## src/rtl/fft_pkg.sv

```systemverilog
// Shared FFT helpers: address width and bit-reversal used by both the
// input-side scrambler and the output reorder buffer.
package fft_pkg;

    localparam int unsigned FFT_SAMPLES = 4;
    localparam int unsigned FFT_AW      = $clog2(FFT_SAMPLES);
    localparam int unsigned FFT_MAX_AW  = 16;

    function automatic int unsigned addr_width(input int unsigned samples);
        return $clog2(samples);
    endfunction

    // Reverses the low aw bits of k; bits at and above aw are returned as zero.
    function automatic logic [FFT_MAX_AW-1:0] bitrev(input logic [FFT_MAX_AW-1:0] k,
                                                     input int unsigned aw);
        logic [FFT_MAX_AW-1:0] r;
        r = '0;
        for (int unsigned i = 0; i < FFT_MAX_AW; i++) begin
            if (i < aw) begin
                r[i] = k[aw-1-i];
            end
        end
        return r;
    endfunction

endpackage

```

## src/rtl/fft_reorder_bank.sv

```systemverilog
// One ping-pong bank: synchronous write port, combinational read port.
module fft_reorder_bank #(
    parameter int unsigned WIDTH = 2,
    parameter int unsigned DEPTH = 4,
    parameter int unsigned AW    = 2
) (
    input  logic             clk,
    input  logic             we_i,
    input  logic [AW-1:0]    waddr_i,
    input  logic [WIDTH-1:0] wdata_i,
    input  logic [AW-1:0]    raddr_i,
    output logic [WIDTH-1:0] rdata_o
);

    logic [WIDTH-1:0] mem_q [DEPTH];

    always_ff @(posedge clk) begin
        if (we_i) begin
            mem_q[waddr_i] <= wdata_i;
        end
    end

    assign rdata_o = mem_q[raddr_i];

endmodule

```

## src/rtl/fft_output_reorder.sv

```systemverilog
// Reorders bit-reversed FFT output frames into natural order using two
// ping-pong banks; writes scatter to bitrev addresses, reads run linearly.
module fft_output_reorder
    import fft_pkg::*;
#(
    parameter int unsigned SAMPLES = 4,
    parameter int unsigned WIDTH   = 2
) (
    input  logic             clk,
    input  logic             rst_n,
    input  logic [WIDTH-1:0] in_data,
    input  logic             in_valid,
    output logic             in_ready,
    input  logic             in_last,
    output logic [WIDTH-1:0] out_data,
    output logic             out_valid,
    input  logic             out_ready,
    output logic             out_last,
    output logic             frame_err
);

    localparam int unsigned AW = addr_width(SAMPLES);
    localparam logic [AW-1:0] CNT_MAX = AW'(SAMPLES - 1);

    logic [1:0]    full_q, full_d;
    logic          wr_bank_q, wr_bank_d;
    logic          rd_bank_q, rd_bank_d;
    logic [AW-1:0] wr_cnt_q, wr_cnt_d;
    logic [AW-1:0] rd_cnt_q, rd_cnt_d;
    logic          frame_err_q, frame_err_d;

    logic             in_fire;
    logic             out_fire;
    logic [AW-1:0]    wr_addr;
    logic [WIDTH-1:0] bank_rdata [2];

    assign in_ready  = !full_q[wr_bank_q];
    assign out_valid = full_q[rd_bank_q];
    assign in_fire   = in_valid && in_ready;
    assign out_fire  = out_valid && out_ready;
    assign out_data  = bank_rdata[rd_bank_q];
    assign out_last  = out_valid && (rd_cnt_q == CNT_MAX);
    assign frame_err = frame_err_q;
    assign wr_addr   = AW'(bitrev(FFT_MAX_AW'(wr_cnt_q), AW));

    for (genvar b = 0; b < 2; b++) begin : g_bank
        fft_reorder_bank #(
            .WIDTH (WIDTH),
            .DEPTH (SAMPLES),
            .AW    (AW)
        ) u_bank (
            .clk     (clk),
            .we_i    (in_fire && (wr_bank_q == 1'(b))),
            .waddr_i (wr_addr),
            .wdata_i (in_data),
            .raddr_i (rd_cnt_q),
            .rdata_o (bank_rdata[b])
        );
    end

    // Write completion and read drain always target different banks, so both
    // full-flag updates can be applied in the same cycle without conflict.
    always_comb begin
        full_d      = full_q;
        wr_bank_d   = wr_bank_q;
        rd_bank_d   = rd_bank_q;
        wr_cnt_d    = wr_cnt_q;
        rd_cnt_d    = rd_cnt_q;
        frame_err_d = in_fire && (in_last != (wr_cnt_q == CNT_MAX));

        if (in_fire) begin
            if (wr_cnt_q == CNT_MAX) begin
                wr_cnt_d          = '0;
                full_d[wr_bank_q] = 1'b1;
                wr_bank_d         = !wr_bank_q;
            end else begin
                wr_cnt_d = wr_cnt_q + AW'(1);
            end
        end

        if (out_fire) begin
            if (rd_cnt_q == CNT_MAX) begin
                rd_cnt_d          = '0;
                full_d[rd_bank_q] = 1'b0;
                rd_bank_d         = !rd_bank_q;
            end else begin
                rd_cnt_d = rd_cnt_q + AW'(1);
            end
        end
    end

    always_ff @(posedge clk or negedge rst_n) begin
        if (!rst_n) begin
            full_q      <= '0;
            wr_bank_q   <= 1'b0;
            rd_bank_q   <= 1'b0;
            wr_cnt_q    <= '0;
            rd_cnt_q    <= '0;
            frame_err_q <= 1'b0;
        end else begin
            full_q      <= full_d;
            wr_bank_q   <= wr_bank_d;
            rd_bank_q   <= rd_bank_d;
            wr_cnt_q    <= wr_cnt_d;
            rd_cnt_q    <= rd_cnt_d;
            frame_err_q <= frame_err_d;
        end
    end

endmodule

```

## config.mk

```make
export PLATFORM = sky130hd
export DESIGN_NAME = fft_output_reorder
export DESIGN_NICKNAME = d
export VERILOG_FILES = /design/src/rtl/fft_pkg.sv /design/src/rtl/fft_reorder_bank.sv /design/src/rtl/fft_output_reorder.sv
export SDC_FILE = /design/constraint.sdc
export NUM_CORES = 1
export LEC_CHECK = 0
export CAP_MARGIN = 20
export CORE_UTILIZATION = 60
export DETAILED_ROUTE_END_ITERATION = 16
export DONT_BUFFER_PORTS = 1
export PLACE_DENSITY_LB_ADDON = 0.2
export SYNTH_ARGS = -nofsm -noshare
export SYNTH_HDL_FRONTEND = slang
export SYNTH_SLANG_ARGS = --single-unit
export TNS_END_PERCENT = 100
```

## constraint.sdc

```tcl
create_clock -name clk -period 2.5 [get_ports clk]
set_clock_uncertainty 0.15 [all_clocks]
set_input_delay 0.5 -clock clk [delete_from_list [all_inputs] [get_ports clk]]
set_output_delay 0.5 -clock clk [all_outputs]
set_load 0.03 [all_outputs]
```

==> results.txt <==
----------------------------------------------------
[Run status]
  Outcome ... finished clean

[Yosys]
  Basic-gate share of the synthesized area counting and, or, nand and nor cells ... 8.749%
  Net count after synthesis ... 88
  Synth async-reset ratio ... between 30 and 40%
  Adder-Cell Fraction of Synth Area ... 5.537%
  Most frequent cells after synthesis ... edfxtp_1 (16), dfrtp_1 (9), nand2_1 (9), mux2_2 (7), nor2_1 (7)
  Dominant combinational cell family by area after synthesis ... multiplexers
  Count of flip-flops with a built-in enable after synthesis ... 16
  Part of the Yosys area used for sequential elements ... a little over three fifths
  Synth top area share ... between 40% and 50%
  YS warnings ... 0
  Post-synthesis compound-gate area fraction ... under 10%
  Average cell area after synthesis ... ~15 um2
  Library cell with the highest instance count after synthesis ... edfxtp_1
  Area leader, netlist ... edfxtp_1
  Dominant synthesized flop cell ... edfxtp_1
  Fraction of synthesized cell area in xor and xnor cells ... 0.7752%
  Portion of netlist area occupied by mux cells ... between 10% and 20%
  Synthesis-stage register bit count ... 25
  Count of unique library cells instantiated by Yosys ... 21
  Synth area leaders ... edfxtp_1 (43%), dfrtp_1 (20%), mux4_1 (9.3%), mux2_2 (7.0%), ha_1 (5.5%)
  Cell area after technology mapping ... roughly 1100 um2
  Synthesized instance count ... between 70 and 80

[Route]
  Count of routing violations after the opening detailed-route iteration ... 8
  Detail-routed via count per cell ... between 5 and 6
  Drt pass-1 iters ... 4
  Remaining antenna violation count after routing ... 0
  Via count ... ~590
  Detailed-route wire length ... ~1600 um
  Wirelength per Cell ... between 10 and 15 um
  DRC violation count after routing ... 0

[Timing]
  Worst Hold Slack ... 121.5 ps
  Setup repair after global routing missed its margin ... no
  Total negative setup slack ... 0 ps
  Final Slew Violations ... 0
  Number of endpoints with negative hold slack in the final report ... 0
  Transition time at the pin with the least slew margin ... between 400 and 500 ps
  Worst slew margin ... 71.50%
  Period utilization ... a little over nine tenths
  Min Tclk post-route ... between 2000 and 2500 ps
  Number of failing setup endpoints in the final timing report ... 0
  Maximum operating frequency ... between 0.4 and 0.5 GHz

[Final layout]
  Total inserted antenna cells ... 0
  Fillcell total ... around 120
  Filler-free cell count of the finished design ... about 110
  Post-synthesis to final-layout area growth ... 5.315%
  Net total in the final layout ... 93
  Fraction of layout cells with a size suffix above 1 ... approximately 15%

[GRT]
  Global-route wire length before repair ... 2642 um
  Number of antenna violations at the first check in global routing ... 0
  Remaining global-route overflow ... 0
  Vias in the first global route ... just under 600
  Global routing usage summed across all routing layers ... 18.87%
  Largest net degree at the start of global routing ... 14

[Die]
  Die W ... 45.40 um
  Number of placement rows ... 15
  Area of the die ... around 2000 um2
  Overall die height ... about 45 um
  Core Area ... between 1500 and 2000 um2
  Count of pins on the block boundary ... 13
  Starting utilization of the core area ... 64.73%

[Pwr]
  Static leakage ... between 0.0004 and 0.0005 uW
  Largest voltage drop on the vdd net ... 0.7120 mV
  PwrDens ... between 1000 and 1500 nW/um2

[Clock network]
  CTS Sinks ... 25
  Clock latency of the later-clocked register in the worst-skew pair ... 310 ps
  Cell at the root of the clock tree ... clkbuf_4
  Clock H-tree levels ... 1
  Worst-case clock buffer depth ... 2
  Clock Pin Slew Worst Setup and Hold Paths ... about 130 ps
  CTS Buf Count ... 3
  TritonCTS clock tree ... built

[Critical path]
  Worst setup endpoint ... out_data[0]
  Classification of the worst setup path ... reg2out
  Worst endpoint data arrival time ... ~1700 ps
  Required time of the critical path ... between 1500 and 2000 ps
  Worst Setup SP ... rd_cnt_q[0]
  FF-to-FF path depth ... 3
  Internal reg-to-reg setup slack ... slightly above 800 ps
  Critical path fanouts, max ... 7
  Setup crit end kind ... primary output
  R2R Path Start ... rd_bank_q
  Critical R2R Capture ... rd_cnt_q[1]
  Setup crit start kind ... flop

[Placement]
  I/O Buffers ... 0
  Cell count after placement ... 100
  Last weighted congestion value of the routability-driven placer ... between 0.6 and 0.7
  HPWL after detailed placement ... ~1200 um

[Min path]
  HP Start ... in_data[0]
  Worst hold path type ... in2reg

[Job]
  Number of maximum-capacitance violations ... 0

----------------------------------------------------
## registers in the layout (all words and copies together), names as in the netlist
| signal | count |
|---|---|
| frame_err | 1 |
| full_q | 2 |
| g_bank.u_bank.mem_q | 16 |
| rd_bank_q | 1 |
| rd_cnt_q | 2 |
| wr_bank_q | 1 |
| wr_cnt_q | 2 |
## power breakdown
| group | internal (uW) | switching [uW] |
|---|---|---|
| logic | 231 | 274 |
| clock network | 62.3 | 107 |
| registers | 542 | 127 |
## per-layer routing
metal	up-vias	track usage, %	share of wire [%]
li1	291	-	-
met1	283	23.85	44
met2	13	30.00	50
met3	4	3.968	4.3
met4	0	10.91	1.7
met5	-	0	0
## layout make-up
cell class | count | area, um2 | area share [%]
tap | 25 | 31.28 | 2.629
inverter | 3 | 11.26 | 0.9464
sequential | 25 | 706.9 | 59.41
timing repair buffer | 2 | 17.52 | 1.472
multi-input combinational | 46 | 396.6 | 33.33
clock buffer | 4 | 26.28 | 2.208
## metrics by stage
stage | utilization (%) | worst slack, ps | instance area, um2 | power (uW)
floorplan | - | 515.8 | 1130 | 1110
global route | 68.17 | 68.10 | 1190 | 1441
detailed placement | 66.02 | 437.0 | 1152 | 1186
finish | 68.17 | 150.0 | 1190 | 1343
CTS | 68.10 | 67.93 | 1189 | 1359
global placement | 66.02 | 467.5 | 1152 | 1163
## worst max-delay path: stages, from the launching register on
cell and delay, ps:
dfrtp_2 460, mux4_1 560, mux2_2 360
## kinds of logic (layout without fill, tap and decap cells)
logic type / after synthesis / in the layout
flops: 25 / 25
fa+ha+maj: 5 / 5
buf+inv: 5 / 9
xor+xnor: 1 / 1
compound gates: 5 / 5
simple gates: 23 / 23
mux: 12 / 12
## worst min path at each step
| stage | to | cells past startpoint | slack [ps] |
|---|---|---|---|
| 4_1_cts | g_bank[1].u_bank.mem_q[2][0] | 0 | 110 |
| 2_1_floorplan | frame_err | 0 | 50 |
| 3_3_place_gp | wr_cnt_q[0] | 0 | 50 |
| 3_5_place_dp | wr_cnt_q[0] | 0 | 50 |
| 6_report | g_bank[1].u_bank.mem_q[0][0] | 0 | 120 |
| 5_1_grt | g_bank[1].u_bank.mem_q[0][0] | 0 | 100 |
## placed cells by master (no fill, tap or decap)
cell type      netlist  final
nor3_1               3      3
inv_1                3      3
nand2b_1             1      1
dlygate4sd3_1        0      1
nor2_1               7      7
ha_1                 5      5
o21ai_0              2      2
and2_1               1      1
nand2_1              9      9
dfrtp_1              9      8
a31oi_1              1      1
nand3_1              1      1
mux4_1               4      4
a41oi_1              1      1
a21o_1               1      1
buf_4                0      1
dfrtp_2              0      1
mux2i_1              1      1
or3_1                1      1
xnor2_1              1      1
clkbuf_1             0      1
edfxtp_1            16     16
clkbuf_4             0      3
mux2_2               7      7
## timing repair
item | 4_1_cts | 5_1_grt
gates resized for setup | 0 | 1
setup buffers | 0 | 0
setup endpoints to repair | 0 | 1
hold endpoints to repair | 9 | 0
hold buffers | 1 | 0
Power figures use the tool's default switching activity.
